## config.mk

```make
export PLATFORM = sky130hd
export DESIGN_NAME = seg_scan_display_flat
export DESIGN_NICKNAME = d
export VERILOG_FILES = /design/src/rtl/seg_pkg.sv /design/src/rtl/seg_scan_display_if.sv /design/src/rtl/seg_decoder.sv /design/src/rtl/seg_scan_display.sv /design/src/flat_wrapper.sv
export SDC_FILE = /design/constraint.sdc
export NUM_CORES = 1
export LEC_CHECK = 0
export ABC_AREA = 1
export BUFFER_PORTS_ARGS = -buffer_cell sky130_fd_sc_hd__buf_2
export CAP_MARGIN = 10
export CORE_AREA = 2 2 140 74
export DETAILED_ROUTE_END_ITERATION = 8
export DIE_AREA = 0 0 142 76
export PLACE_DENSITY_LB_ADDON = 0.05
export SLEW_MARGIN = 20
export SYNTH_ARGS = -nofsm -noshare
export SYNTH_HDL_FRONTEND = slang
export SYNTH_HIERARCHICAL = 1
export SYNTH_SLANG_ARGS = --single-unit
export TNS_END_PERCENT = 100
```

## constraint.sdc

```tcl
create_clock -name clk -period 10.24 [get_ports clk]
set_input_delay 1.536 -clock clk [delete_from_list [all_inputs] [get_ports clk]]
set_output_delay 1.536 -clock clk [all_outputs]
set_load 0.1 [all_outputs]
```

## src/rtl/seg_pkg.sv

```systemverilog
// rtl/seg_pkg.sv - shared constants and hex-to-segment decode for the scanned display
// Contents:
//   SEG_OFF     all segments dark in active-low form
//   PWM_W       width of the brightness code and of the PWM phase slice
//   hex_to_seg  4-bit hex digit -> active-low {dp,g,f,e,d,c,b,a}, dp dark
package seg_pkg;

    localparam logic [7:0] SEG_OFF = 8'hFF;
    localparam int         PWM_W   = 4;

    function automatic logic [7:0] hex_to_seg(input logic [3:0] hex);
        logic [7:0] pattern;
        case (hex)
            4'h0:    pattern = 8'hC0;
            4'h1:    pattern = 8'hF9;
            4'h2:    pattern = 8'hA4;
            4'h3:    pattern = 8'hB0;
            4'h4:    pattern = 8'h99;
            4'h5:    pattern = 8'h92;
            4'h6:    pattern = 8'h82;
            4'h7:    pattern = 8'hF8;
            4'h8:    pattern = 8'h80;
            4'h9:    pattern = 8'h98;
            4'hA:    pattern = 8'h88;
            4'hB:    pattern = 8'h83;
            4'hC:    pattern = 8'hC6;
            4'hD:    pattern = 8'hA1;
            4'hE:    pattern = 8'h86;
            default: pattern = 8'h8E;
        endcase
        return pattern;
    endfunction

endpackage

```

## src/rtl/seg_scan_display_if.sv

```systemverilog
// rtl/seg_scan_display_if.sv - display-data bus between the CPU side and the scanner
// Signals:
//   num        4*N_DIGITS hex value, digit 0 in the low nibble
//   dp         per-digit decimal point, 1 = lit
//   blank_lz   1 = blank leading zero digits
//   load       1-cycle strobe capturing num/dp/blank_lz
//   brightness 0 = 1/16 duty .. 15 = full duty
//   an         digit enables to the board
//   seg        {dp,g..a} to the board
//   pending    a loaded value is waiting for the next frame
//   frame_done 1-cycle pulse at the end of the last digit slot
// Modports: master drives the data/strobe side, slave is the scanner.
interface seg_scan_display_if #(
    parameter int N_DIGITS = 8
);
    logic [4*N_DIGITS-1:0] num;
    logic [N_DIGITS-1:0]   dp;
    logic                  blank_lz;
    logic                  load;
    logic [3:0]            brightness;
    logic [N_DIGITS-1:0]   an;
    logic [7:0]            seg;
    logic                  pending;
    logic                  frame_done;

    modport master (
        output num, dp, blank_lz, load, brightness,
        input  an, seg, pending, frame_done
    );

    modport slave (
        input  num, dp, blank_lz, load, brightness,
        output an, seg, pending, frame_done
    );
endinterface

```

## src/rtl/seg_decoder.sv

```systemverilog
// rtl/seg_decoder.sv - combinational digit decode with blanking and decimal point merge
// Ports:
//   i_hex    digit value
//   i_dp     1 = decimal point lit
//   i_blank  1 = segments a..g dark (dp still follows i_dp)
//   o_seg    active-low {dp,g..a}
module seg_decoder
    import seg_pkg::*;
(
    input  logic [3:0] i_hex,
    input  logic       i_dp,
    input  logic       i_blank,
    output logic [7:0] o_seg
);

    logic [7:0] w_pattern;
    logic [7:0] w_body;

    assign w_pattern = hex_to_seg(i_hex);
    assign w_body    = i_blank ? SEG_OFF : w_pattern;
    assign o_seg     = w_body & (i_dp ? 8'h7F : 8'hFF);

endmodule

```

## src/rtl/seg_scan_display.sv

```systemverilog
// rtl/seg_scan_display.sv - time-multiplexed N-digit 7-segment scanner with PWM dimming
// Ports:
//   clk  system clock
//   rst  asynchronous active-high reset
//   bus  seg_scan_display_if.slave: num/dp/blank_lz/load/brightness in,
//        an/seg/pending/frame_done out (all outputs registered)
// Parameters: N_DIGITS (1..16), SCAN_DIV_LOG2 (>= 4, clocks per slot = 2**SCAN_DIV_LOG2),
//   ACTIVE_LOW (1: an/seg active-low, 0: both inverted).
module seg_scan_display
    import seg_pkg::*;
#(
    parameter int N_DIGITS      = 8,
    parameter int SCAN_DIV_LOG2 = 16,
    parameter bit ACTIVE_LOW    = 1'b1
) (
    input logic              clk,
    input logic              rst,
    seg_scan_display_if.slave bus
);

    localparam int               POS_W    = (N_DIGITS > 1) ? $clog2(N_DIGITS) : 1;
    localparam logic [POS_W-1:0] LAST_POS = POS_W'(N_DIGITS - 1);

    logic [SCAN_DIV_LOG2-1:0] r_tick;
    logic [POS_W-1:0]         r_pos;

    logic [4*N_DIGITS-1:0]    r_sh_num;
    logic [N_DIGITS-1:0]      r_sh_dp;
    logic                     r_sh_blz;
    logic                     r_pending;

    logic [4*N_DIGITS-1:0]    r_act_num;
    logic [N_DIGITS-1:0]      r_act_dp;
    logic                     r_act_blz;

    logic [N_DIGITS-1:0]      r_an;
    logic [7:0]               r_seg;
    logic                     r_frame_done;

    logic                     w_slot_end;
    logic                     w_wrap;
    logic [N_DIGITS-1:0]      w_blank;
    logic [3:0]               w_digit;
    logic                     w_dp;
    logic                     w_blank_cur;
    logic [7:0]               w_seg_al;
    logic [PWM_W-1:0]         w_phase;
    logic                     w_lit;
    logic [N_DIGITS-1:0]      w_an_on;

    assign w_slot_end = &r_tick;
    assign w_wrap     = w_slot_end && (r_pos == LAST_POS);

    always_ff @(posedge clk or posedge rst) begin
        if (rst) begin
            r_tick <= '0;
            r_pos  <= '0;
        end else begin
            r_tick <= r_tick + 1'b1;
            if (w_slot_end) begin
                r_pos <= w_wrap ? '0 : r_pos + 1'b1;
            end
        end
    end

    // The active copy only changes on the wrap edge, which is also the edge
    // that moves pos back to 0, so a frame is always drawn from one load.
    always_ff @(posedge clk or posedge rst) begin
        if (rst) begin
            r_sh_num  <= '0;
            r_sh_dp   <= '0;
            r_sh_blz  <= 1'b0;
            r_pending <= 1'b0;
            r_act_num <= '0;
            r_act_dp  <= '0;
            r_act_blz <= 1'b0;
        end else if (bus.load) begin
            r_sh_num <= bus.num;
            r_sh_dp  <= bus.dp;
            r_sh_blz <= bus.blank_lz;
            if (w_wrap) begin
                // Strobe on the wrap cycle skips the shadow stage entirely.
                r_act_num <= bus.num;
                r_act_dp  <= bus.dp;
                r_act_blz <= bus.blank_lz;
                r_pending <= 1'b0;
            end else begin
                r_pending <= 1'b1;
            end
        end else if (w_wrap && r_pending) begin
            r_act_num <= r_sh_num;
            r_act_dp  <= r_sh_dp;
            r_act_blz <= r_sh_blz;
            r_pending <= 1'b0;
        end
    end

    // Walk from the most significant digit down; a digit is blanked while
    // every digit at or above it is zero. Digit 0 is always shown.
    always_comb begin
        logic v_run;
        w_blank = '0;
        v_run   = 1'b1;
        for (int i = N_DIGITS - 1; i >= 0; i--) begin
            v_run      = v_run && (r_act_num[4*i +: 4] == 4'h0);
            w_blank[i] = r_act_blz && v_run && (i != 0);
        end
    end

    assign w_digit     = r_act_num[4*r_pos +: 4];
    assign w_dp        = r_act_dp[r_pos];
    assign w_blank_cur = w_blank[r_pos];

    seg_decoder u_decoder (
        .i_hex   (w_digit),
        .i_dp    (w_dp),
        .i_blank (w_blank_cur),
        .o_seg   (w_seg_al)
    );

    // The top PWM_W bits of the slot counter split each slot into 16 phases.
    assign w_phase = r_tick[SCAN_DIV_LOG2-1 -: PWM_W];
    assign w_lit   = (w_phase <= bus.brightness);

    always_comb begin
        w_an_on = '0;
        if (w_lit) begin
            w_an_on[r_pos] = 1'b1;
        end
    end

    always_ff @(posedge clk or posedge rst) begin
        if (rst) begin
            r_an         <= {N_DIGITS{ACTIVE_LOW}};
            r_seg        <= ACTIVE_LOW ? SEG_OFF : ~SEG_OFF;
            r_frame_done <= 1'b0;
        end else begin
            r_an         <= ACTIVE_LOW ? ~w_an_on : w_an_on;
            r_seg        <= ACTIVE_LOW ? w_seg_al : ~w_seg_al;
            r_frame_done <= w_wrap;
        end
    end

    assign bus.an         = r_an;
    assign bus.seg        = r_seg;
    assign bus.pending    = r_pending;
    assign bus.frame_done = r_frame_done;

endmodule

```

## src/flat_wrapper.sv

```systemverilog
// flat-port wrapper written by rule: the top's interface ports become plain ports
module seg_scan_display_flat import seg_pkg::*;
#(
    parameter int N_DIGITS      = 8,
    parameter int SCAN_DIV_LOG2 = 16,
    parameter bit ACTIVE_LOW    = 1'b1
)
  (clk, rst, bus_num, bus_dp, bus_blank_lz, bus_load, bus_brightness, bus_an, bus_seg, bus_pending, bus_frame_done);
  seg_scan_display_if #(.N_DIGITS(N_DIGITS)) bus_i ();
  input logic clk;
  input logic rst;
  input wire logic [$bits(bus_i.num)-1:0] bus_num;
  input wire logic [$bits(bus_i.dp)-1:0] bus_dp;
  input wire logic [$bits(bus_i.blank_lz)-1:0] bus_blank_lz;
  input wire logic [$bits(bus_i.load)-1:0] bus_load;
  input wire logic [$bits(bus_i.brightness)-1:0] bus_brightness;
  output wire logic [$bits(bus_i.an)-1:0] bus_an;
  output wire logic [$bits(bus_i.seg)-1:0] bus_seg;
  output wire logic [$bits(bus_i.pending)-1:0] bus_pending;
  output wire logic [$bits(bus_i.frame_done)-1:0] bus_frame_done;
  assign bus_i.num = bus_num;
  assign bus_i.dp = bus_dp;
  assign bus_i.blank_lz = bus_blank_lz;
  assign bus_i.load = bus_load;
  assign bus_i.brightness = bus_brightness;
  assign bus_an = bus_i.an;
  assign bus_seg = bus_i.seg;
  assign bus_pending = bus_i.pending;
  assign bus_frame_done = bus_i.frame_done;
  seg_scan_display #(.N_DIGITS(N_DIGITS), .SCAN_DIV_LOG2(SCAN_DIV_LOG2), .ACTIVE_LOW(ACTIVE_LOW)) u_core (.clk(clk), .rst(rst), .bus(bus_i));
endmodule
```

-- Word-level counts from Yosys, hierarchy flattened
Memory sizes are Yosys's and may differ from the RTL's.
Cells that the tools add are included.
- logic and storage cells: 71
- ROM bits: 112
- bits in registers: 119
- memories kept: 1
- memories (name ; words ; bits a word ; read ports ; clocked after Yosys merged registers in ; write ports ; RTL line ; RTL):
    (no name shown) ; 16 ; 7 ; 1 ; 0 ; 0 ; seg_pkg.sv:13 ; case (hex)
- bitwise logic cells: 2
- add/sub/neg operators: 2
- mux-type cells: 22
- shift operators: 1
- order comparisons: 3
- equality and inequality tests: 2
- reduce and logical (&&, ||, !) cells: 26
- operators by type and width (operator ; count):
    32-bit 2-to-1 mux ; 3
    8-bit 2-to-1 mux ; 6
    32-bit by 6-bit variable part select with 4-bit output ; 1
    4-bit logical NOT ; 7
    16-bit by 1-bit adder with 16-bit output, second input constant ; 1
    1-bit logical AND ; 16
    16-bit AND reduction ; 1
    1-bit 2-to-1 mux ; 9
    8-bit AND ; 1
    8-bit NOT ; 1
    1-bit binary-select mux with 3-bit select ; 2
    4-bit <= comparator ; 1
    3-bit by 4-bit less-than comparator with 1-bit output, second input constant ; 1
    3-bit by 1-bit adder with 3-bit output, second input constant ; 1
    1-bit demux with 3-bit select ; 1
    3-bit == test, second input constant ; 1
    3-bit by 1-bit >= comparator with 1-bit output, second input constant ; 1
    3-bit 2-to-1 mux ; 1
    2-bit by 1-bit inequality test with 1-bit output, second input constant ; 1
    2-bit AND reduction ; 1
    2-bit nonzero test ; 1

-- Logic depth before layout (Yosys ltp)
- word-level depth: 12
- gate-level depth with buffers: 12
- gate-level depth less buffers: 12

-- Modules after synthesis
Netlist, hierarchy kept.
- modules (own cells, without submodules) (module ; seq. area each (µm²) ; times used ; cells each ; area an instance (µm²)):
    seg_scan_display ; 2997.9 ; 1 ; 504 ; 5268.8
    seg_decoder ; 0.0 ; 1 ; 51 ; 310.3

-- Least setup slack after synthesis
No wires, ideal clock.
- path kind: in2reg
- start: input bus_load
- end: register u_core.r_act_num[11]
- path slack: 7.726 ns
- library setup time: 0.125 ns
- stages on the path: 5
- data required time: 10.115 ns
- data arrival time: 2.389 ns
- cell sequence: buf_4 -> buf_2 -> mux2_2 -> o2111ai_1 -> nand2_1
- cells in the longest elaborated chain, start to end: 2
- elaborated cells between the ends (all ways): 4
- those cells by class: 1 x eq/ne; 1 x mux; 2 x reduce/logical
- ends and longest elaborated chain (element ; RTL line ; RTL):
    start, declared ; flat_wrapper.sv:15 ; input wire logic [$bits(bus_i.load)-1:0] bus_load;
    2-bit by 1-bit inequality test with 1-bit output (no line) or 2-bit nonzero test (tied branches) ; - ;
    2-bit AND reduction (no line) ; - ;
    end signal, assigned ; seg_scan_display.sv:83 ; r_act_num <= bus.num;
    end signal, assigned ; seg_scan_display.sv:91 ; r_act_num <= r_sh_num;
    end, declared ; seg_scan_display.sv:32 ; logic [4*N_DIGITS-1:0] r_act_num;
Several ways; a longest one is shown, not always the timed one.
A chain may end at the register's enable or synchronous reset.

-- Worst setup path after layout
- start: input bus_load
- end: register u_core.r_act_num[24]
Same word-level chain as after synthesis.

==> metrics.md <==
| Metric | Value |
|---|---|
| Hold buffers post-CTS | `0` |
| Final wirelength | `around 12000 um` |
| Initial Util | `a little under three fifths` |
| Synth top area share | `between 40% and 50%` |
| # nets final | `approximately 670` |
| Sequential power share | `roughly 41%` |
| DR vias/cell | `between 5 and 6` |
| CTS tree | `yes` |
| CP max stage delay | `710 ps` |
| Seq/Total Area, Yosys | `a little over half` |
| Post-CTS Setup Bufs | `0` |
| Async set-reset flop share out of synthesis | `between 90% and 100%` |
| All-Layer GR Usage | `between 20% and 30%` |
| PD cells | `approximately 180 nW/um^2` |
| Unrepaired setup endpoints after global routing | `no` |
| Routed wire per std cell | `approximately 16 um` |
| Skew-Pair Late Insertion Delay | `roughly 400 ps` |
| Hold_sp | `u_core/r_tick[0]$_DFF_PP0_` |
| Clock power frac | `around 55%` |
| Share of cells above drive strength 1 | `roughly 28%` |
| Cell count after synthesis | `around 560` |
| Main synth FF type | `dfrtp_1` |
| Core area | `9730 sq um` |
| Top post-synthesis cells by area | `dfrtp_1 (46%), nand2_1 (9.2%), mux2_2 (8.3%)` |
| DP Wirelength | `between 8000 and 9000 um` |
| # rows | `26` |
| Synth warn | `6` |
| Root Driver | `clkbuf_16` |
| DR iter-0 viols | `between 300 and 400` |
| Area of the die | `10800 sq um` |
| Most frequent cells in the layout | `nand2_1 (136), dfrtp_1 (103), buf_2 (65), o2111ai_1 (45), mux2_2 (41)` |
| Distinct cells, synth | `33` |
| Setup CP Type | `in2reg` |
| R2r endpoint | `u_core/r_act_num[24]$_DFFE_PP0P_` |
| Type of origin of the critical path | `primary input` |
| Largest net degree at the start of global routing | `85` |
| R2r setup slk | `7170 ps` |
| CP required | `10510 ps` |
| Seq cells post-synth | `around 120` |
| DRC viols | `0` |
| Fin crit share | `between 20% and 30%` |
| Power consumption | `roughly 0.0012 W` |
| Die width | `roughly 140 um` |
| Area grow syn2layout | `18.3%` |
| P_int | `0.000967 W` |
| Relative slew slack | `around 35%` |
| Worst path bufs/invs | `3` |
| Initial antenna violation count | `0` |
| Final setup viols | `0` |
| Syn_area_per_cell | `10.1 sq um` |
| Final Hold Viols | `0` |
| Post-route ant nets | `0` |
| I/O pins | `66` |
| Setup TNS | `0 ps` |
| Number of synthesized flops with an enable pin | `0` |
| Yosys top cell by area | `dfrtp_1` |
| Comb power frac | `~4.2%` |
| Hold path endpoint | `u_core/r_tick[0]$_DFF_PP0_` |
| H-tree depth reported by CTS | `4` |
| Critical path arrival | `3340 ps` |
| Peak supply drop | `0.000114 V` |
| Worst slew pin tran | `between 900 and 1000 ps` |
| Mapped Nets | `616` |
| Crit end category | `flip-flop` |
| CTS-repair resized insts | `0` |
| Die Ht | `~76 um` |
| Clock Skews | `10.2 ps` |
| Max clock buf depth | `2` |
| First-pass GRT wire length | `around 21000 um` |
| Port bufs | `between 60 and 70` |
| Clock-pin slew on the worst setup and hold paths | `around 60 ps` |
| Filler cell count | `about 770` |
| # diodes | `0` |
| Worst Hold Depth | `1` |
| Status | `finished clean` |
| Worst reg2reg startpoint | `u_core/r_pos[0]$_DFFE_PP0P_` |
| Critical-path cell list | `buf_2 -> buf_4 -> o211ai_2 -> buf_4 -> nand2_1 -> nand2_1` |
| GR Overflow Total | `0` |
| Clk sink count | `between 100 and 150` |
| Via count | `4210` |
| Final Critical Period | `around 3100 ps` |
| Most common cell after layout, fill and taps aside | `nand2_1` |
| Synth Cell Area | `5580 sq um` |
| Slew Viols, Final | `0` |
| Reg2Reg Depth | `7` |
| Routability cong. | `around 0.9` |
| Switching pwr | `about 0.00023 W` |
| Fmax | `roughly 0.33 GHz` |
| Crit Path Max Fanout | `84` |
| MaxCap Viol Count | `0` |
| Hold WC Path Type | `reg2reg` |
| Vias in the first global route | `approximately 4.2k` |
| Cell with the largest stage delay on the worst path | `buf_4` |
| Leak Pwr | `~3.2 nW` |
| Pre-antenna DRT Iters | `5` |
| Largest delay share family, worst path | `buffers and inverters` |
| Switch share | `19.4%` |
| CTS buffer count | `17` |
-- state kept, by name, summed over array words and instances (netlist names) --
name / count
u_core/r_pos: 3
u_core/bus.frame_done: 1
u_core/r_act_dp: 8
u_core/bus.an: 8
u_core/r_sh_blz: 1
u_core/r_act_blz: 1
u_core/r_tick: 16
u_core/r_sh_dp: 8
u_core/bus.pending: 1
u_core/r_sh_num: 32
u_core/bus.seg: 8
u_core/r_act_num: 32
-- power by group through the flow --
stage / combinational (W) / sequential, W / clock (W)
detailed placement: 0.0000514 / 0.000499 / 0
global placement: 0.0000493 / 0.000498 / 0
floorplan: 0.0000337 / 0.000498 / 0
finish: 0.0000509 / 0.000491 / 0.000658
global route: 0.0000571 / 0.000492 / 0.000690
CTS: 0.0000519 / 0.000491 / 0.000667
-- cells by family (layout without fill, tap and decap cells) --
logic type	after synthesis	count (layout)	synth area share, %
buffers and inverters	68	138	5.43
flip-flops	119	119	53.7
multiplexers	41	41	8.28
adder cells (fa/ha/maj)	13	13	2.92
AND/OR/NAND/NOR	217	217	16.5
XOR/XNOR	13	13	2.04
AO/OA/AOI/OAI	84	84	11.1
-- layout make-up --
| type | instances | area, sq um | area share [%] |
|---|---|---|---|
| clock buffers | 24 | 492 | 7.45 |
| clock inverters | 8 | 168 | 2.54 |
| inverters | 35 | 134 | 2.03 |
| multi-input cells | 368 | 2280 | 34.5 |
| flip-flops and latches | 119 | 3000 | 45.4 |
| well taps | 126 | 158 | 2.39 |
| repair buffers | 71 | 370 | 5.61 |
-- stage by stage --
stage	setup slack, ps	instances	hold WS [ps]	area (sq um)	utilization, %
2_1_floorplan	5570	555	422	5580	-
6_report	7170	751	449	6600	67.8
3_5_place_dp	6830	719	446	5940	61.0
5_1_grt	6870	751	475	6600	67.8
4_1_cts	7230	751	454	6600	67.8
3_3_place_gp	6940	719	443	5940	61.0
-- routing by layer --
layer / up-vias / global-route usage (%) / part of all wire [%]
met3: 9 / 6.79 / 6.0
met1: 2043 / 39.4 / 52
met5: - / 0 / 0
met2: 143 / 32.8 / 41
met4: 0 / 6.90 / 0.72
li1: 2015 / - / -
-- cell usage after synthesis, types with 2 or more instances --
library cell  count
nand2_1         136
dfrtp_1         103
o2111ai_1        45
mux2_2           41
inv_1            33
nor2_1           32
nand3_1          30
o21ai_0          19
clkbuf_1         16
dfstp_2          16
ha_1             13
buf_2            11
xor2_1           10
a21oi_1           8
nor3_1            5
a22oi_1           4
buf_6             4
o21ai_1           4
nand2_2           3
nor2_2            3
xnor2_1           3
inv_2             2
nand3_2           2
o211ai_2          2
o21ai_2           2
-- worst max path at each step --
stage | start | endpoint | slack (ps) | cells past startpoint
after floorplan | rst | u_core/bus.frame_done$_DFF_PP0_ | 5570 | 1
after detailed placement | bus_load | u_core/r_act_num[31]$_DFFE_PP0P_ | 6830 | 6
final | bus_load | u_core/r_act_num[24]$_DFFE_PP0P_ | 7170 | 6
after global routing | u_core/r_pos[0]$_DFFE_PP0P_ | u_core/bus.seg[0]$_DFF_PP1_ | 6870 | 10
after global placement | bus_load | u_core/r_act_dp[0]$_DFFE_PP0P_ | 6940 | 6
after CTS | bus_load | u_core/r_act_num[24]$_DFFE_PP0P_ | 7230 | 6
-- worst reg2reg max path: cells and delay by family (launching register included) --
kind	cells	cell delay [ps]
simple gates	2	180
compound gates	1	350
flops	1	800
fa+ha+maj	2	830
buf+inv	2	780
(Power assumes the default switching activity.)
